### config.mk
export PLATFORM = sky130hd
export DESIGN_NAME = key_press_conditioner
export DESIGN_NICKNAME = d
export VERILOG_FILES = /design/src/rtl/key_press_conditioner.sv
export SDC_FILE = /design/constraint.sdc
export NUM_CORES = 1
export LEC_CHECK = 0
export ABC_CLOCK_PERIOD_IN_PS = 1000
export CAP_MARGIN = 10
export CORE_AREA = 2 2 39 41
export CTS_CLUSTER_DIAMETER = 120
export CTS_CLUSTER_SIZE = 40
export DETAILED_ROUTE_END_ITERATION = 12
export DIE_AREA = 0 0 41 43
export PLACE_DENSITY = 0.44
export SLEW_MARGIN = 10
export SYNTH_ARGS = -nofsm -noshare
export SYNTH_HDL_FRONTEND = slang
export SYNTH_SLANG_ARGS = --single-unit
### constraint.sdc
create_clock -name Clock -period 1 [get_ports Clock]
set_clock_uncertainty 0.1 [all_clocks]
set_input_delay 0.3 -clock Clock [delete_from_list [all_inputs] [get_ports Clock]]
set_output_delay 0.3 -clock Clock [all_outputs]
set_load 0.01 [all_outputs]
### src/rtl/key_press_conditioner.sv
// Two-key press conditioner: 2-flop synchronizer per key, then either a debounce FSM
// (`KEY_DEBOUNCE_EN defined) or a plain registered press-edge detector (default build).
//
// state   | meaning
// IDLE    | key accepted as released, waiting for a pressed sample
// PEND_P  | press seen, counting stable pressed samples
// PRESSED | press accepted (pulse issued on entry), waiting for release
// PEND_R  | release seen, counting stable released samples; also the reset state
module key_press_conditioner #(
    parameter int DEBOUNCE_CYCLES = 4
) (
    input  logic Clock,
    input  logic RST,
    input  logic KEY_L_n,
    input  logic KEY_R_n,
    input  logic En,
    output logic L,
    output logic R
);

    logic [1:0] key_raw_n;
    logic [1:0] pulse;

    assign key_raw_n = {KEY_R_n, KEY_L_n};
    assign L = pulse[0];
    assign R = pulse[1];

    if (DEBOUNCE_CYCLES < 1 || DEBOUNCE_CYCLES > (1 << 20)) begin : g_bad_debounce
        $error("key_press_conditioner: DEBOUNCE_CYCLES out of range 1..2^20");
    end

`ifdef KEY_DEBOUNCE_EN
    localparam int CW = $clog2(DEBOUNCE_CYCLES + 1);
    localparam logic [CW-1:0] CNT_LAST = CW'(DEBOUNCE_CYCLES - 1);

    typedef enum logic [1:0] {
        IDLE,
        PEND_P,
        PRESSED,
        PEND_R
    } state_e;
`endif

    for (genvar gi = 0; gi < 2; gi++) begin : g_ch
        logic sync1_q;
        logic sync2_q;
        logic pressed_s;
        logic pulse_q;
        logic pulse_d;

        // Synchronizer resets to "released" so a key held through reset reads as a new press later.
        always_ff @(posedge Clock or negedge RST) begin
            if (!RST) begin
                sync1_q <= 1'b1;
                sync2_q <= 1'b1;
            end else begin
                sync1_q <= key_raw_n[gi];
                sync2_q <= sync1_q;
            end
        end

        assign pressed_s = ~sync2_q;
        assign pulse[gi] = pulse_q;

`ifdef KEY_DEBOUNCE_EN
        state_e        state_q;
        state_e        state_d;
        logic [CW-1:0] cnt_q;
        logic [CW-1:0] cnt_d;

        always_ff @(posedge Clock or negedge RST) begin
            if (!RST) begin
                state_q <= PEND_R;
                cnt_q   <= '0;
                pulse_q <= 1'b0;
            end else begin
                state_q <= state_d;
                cnt_q   <= cnt_d;
                pulse_q <= pulse_d;
            end
        end

        always_comb begin
            state_d = state_q;
            cnt_d   = cnt_q;
            pulse_d = 1'b0;
            case (state_q)
                IDLE: begin
                    if (pressed_s) begin
                        state_d = PEND_P;
                        cnt_d   = '0;
                    end
                end
                PEND_P: begin
                    if (!pressed_s) begin
                        state_d = IDLE;
                        cnt_d   = '0;
                    end else if (cnt_q == CNT_LAST) begin
                        // En only gates this one entry; a suppressed pulse is never replayed.
                        state_d = PRESSED;
                        cnt_d   = '0;
                        pulse_d = En;
                    end else begin
                        cnt_d = cnt_q + CW'(1);
                    end
                end
                PRESSED: begin
                    if (!pressed_s) begin
                        state_d = PEND_R;
                        cnt_d   = '0;
                    end
                end
                PEND_R: begin
                    if (pressed_s) begin
                        state_d = PRESSED;
                        cnt_d   = '0;
                    end else if (cnt_q == CNT_LAST) begin
                        state_d = IDLE;
                        cnt_d   = '0;
                    end else begin
                        cnt_d = cnt_q + CW'(1);
                    end
                end
                default: begin
                    state_d = IDLE;
                    cnt_d   = '0;
                end
            endcase
        end
`else
        logic prev_q;
        logic prev_d;

        always_ff @(posedge Clock or negedge RST) begin
            if (!RST) begin
                prev_q  <= 1'b1;
                pulse_q <= 1'b0;
            end else begin
                prev_q  <= prev_d;
                pulse_q <= pulse_d;
            end
        end

        always_comb begin
            prev_d  = pressed_s;
            pulse_d = pressed_s & ~prev_q & En;
        end
`endif
    end

endmodule

==> After elaboration in Yosys (flattened, before gate mapping) <==
Index checks and enable logic that the tools add are counted.
{ "word_totals": {"register_bits": 8, "input_bits": 5, "output_inout_bits": 2, "word_cells": 16} }
{ "classes": {"n_bitwise": 8} }
{ "op_table": {"columns": ["op", "n"], "rows": [
  ["1-bit AND", 4],
  ["1-bit inverter", 4]
]} }

==> Depth between registers and ports, before layout <==
{ "depth": {"ltp_word": 3, "ltp_mapped": 1, "depth_no_buf": 1} }

==> Least setup slack after synthesis <==
Ideal clock, no wire load.
{ "synth_timing": {"path_type": "reg2out", "start": "register g_ch[0].pulse_q (netlist: L)", "end": "output port L", "arrival_time_ps": 376, "t_required_ps": 600, "slack_ps": 224, "stages_incl_launch_ff": 1, "path_buffers": 0, "cell_sequence": "dfrtp_1"} }
{ "synth_rtl": {"columns": ["element", "line_no", "rtl"], "rows": [
  ["start, declared", "48", "logic pulse_q;"],
  ["start signal, assigned", "140", "pulse_q <= pulse_d;"],
  ["end, declared", "17", "output logic L,"]
]} }
No word-level cell between the ends.

==> Worst setup path after layout <==
{ "layout_timing": {"start": "register g_ch[0].pulse_q (netlist: L)", "end": "output port L"} }
No word-level cell between the ends.

==> reports/metrics.yaml <==
route.detailed.drc: 0
power_density_nw_per_um2: 1880
drt-wirelength-per-cell_um: 7.18
path_cells: "buf_2"
fin_nets: 28
start_util_pct: 17.4
ctsLongestPathBuffers: 2
cp_top_family: "flip-flops"
cts_setup_buffers: 0
cts_buffers: 3
startpoint_type: "register"
antennaDiodeCount: 0
io_pins: 7
insertion_delay_ps: 250
max-slew-margin-rel_pct: 77.2
rrSetupSlack_ps: 230
power_uw: 646
yosys_warnings: 0
clkTransAtPathRegs_ps: 60
synthesis.area_um2: 240
track_usage_pct: 5.09
gp_congestion: 0.497
finalMaxSlewViolations: 0
cp_data_arrival_time_ps: 740
setup_ws_ps: -142
final_cell_mix: "dfstp_2, clkdlybuf4s50_1, clkbuf_4"
critPathKind: "reg -> out"
crit_fanout: 1
cp-end-kind: "output port"
worstMarginPinSlew_ps: 341
firstDrtPassIters: 2
holdWs_ps: 214
die_h_um: 43
drt-initial-drc-count: 1
status: "finished, violations left"
finalCritPeriodShare_pct: 114
hold_violations: 0
hold_class: "in -> async"
rsz0062_at_grt: "true"
layout_commonest_cell: "dfstp_2"
syn_nets: 17
die-width_um: 41
cts_tree: "built"
ys_seq_elements: 8
htreeDepth: 1
fmax_mhz: 875
finalSetupViolCount: 2
io_buffers: 6
synth.distinct_cells: 4
post-dp-hpwl_um: 193
dieArea_um2: 1760
max_stage_delay_ps: 360
grt_pass1_vias: 124
r2r-end: "R$_DFF_PN0_"
grt_max_degree: 9
drive_gt1_share_pct: 59.1
finalCriticalPeriod_ps: 1140
syn2layout_area_growth_pct: 42.7
syn_area_per_cell_um2: 20.0
antenna_found_initial: 0
rows: 14
grt-ovfl-total: 0
violations: "negative setup slack"
critPathBufInv: 1
cts_root_buf: "clkbuf_4"
r2r_cells: 1
core_um2: 1380
grt_pass1_wl_um: 476
via_per_inst: 3.24
crit_required_ps: 600
r2r-start: "g_ch[1].sync2_q$_DFF_PN1_"
final_core_util_pct: 24.8
routed_wl_um: 273
ir_worst_vdd_mv: 0.739
route.antenna.remaining_nets: 0
cpMaxStageDelayCell: "dfrtp_1"
num_vias: 123
leakage_uw: 0.000149
synthCells: 12
max_cap_viol_count: 0
cts.sinks: 8
ys_seq_area_share_pct: 86.5
nFillCells: 149
==> worst max-delay path by stage <==
stage	endpoint	from	depth (start not counted)	slack, ps
4_1_cts	L	L$_DFF_PN0_	1	-170
2_1_floorplan	L	L$_DFF_PN0_	0	220
6_report	L	L$_DFF_PN0_	1	-140
3_3_place_gp	R	R$_DFF_PN0_	1	-220
3_5_place_dp	L	L$_DFF_PN0_	1	-240
5_1_grt	R	R$_DFF_PN0_	1	-180
==> state kept, by name (all words and copies together) (netlist names) <==
| signal | flops |
|---|---|
| g_ch.sync1_q | 2 |
| g_ch.prev_q | 2 |
| R | 1 |
| L | 1 |
| g_ch.sync2_q | 2 |
==> layer usage <==
layer	track usage, %	vias up	routed length [um]	share of wire (%)
met5	0	-	0	0
met1	5.05	58	112	41
li1	-	56	-	-
met2	4.38	9	106	39
met3	9.42	0	54	20
met4	2.00	0	0	0
==> power breakdown <==
part / switching, uW / internal [uW] / total [uW]
Clock: 105 / 152 / 257
Combinational: 11.5 / 21.3 / 32.7
Sequential: 6.32 / 349 / 356
==> cells by family after synthesis <==
group | Yosys count | synth area share [%]
DFF | 8 | 86.5
buffers and inverters | 2 | 3.13
and+or+nand+nor | 2 | 10.4
==> layout make-up <==
class	instances	area [um^2]	share of cell area, %
inverters	2	7.51	2.19
well taps	16	20.0	5.84
repair buffers	6	56.3	16.4
clock buffers	4	26.3	7.66
multi-input cells	2	25.0	7.30
flip-flops and latches	8	208	60.6
==> Yosys cell counts <==
master | number | area share, %
nor3b_2 | 2 | 10
inv_1 | 2 | 3.1
dfrtp_1 | 2 | 21
dfstp_2 | 6 | 66
==> stage by stage <==
step | setup TNS (ps) | instance area, um^2 | setup slack [ps] | std cells
floorplan | 0 | 240 | 224 | 12
global placement | -633 | 320 | -224 | 34
detailed placement | -654 | 320 | -235 | 34
CTS | -322 | 337 | -166 | 38
global route | -367 | 343 | -184 | 38
finish | -284 | 343 | -142 | 38
==> timing repair <==
action                                  CTS  global route
resized for setup                         8             1
hold buffers                              0             0
endpoints found under the hold margin     0             0
endpoints found under the setup margin    2             2
No activity file was read; power rests on OpenSTA's default activity.
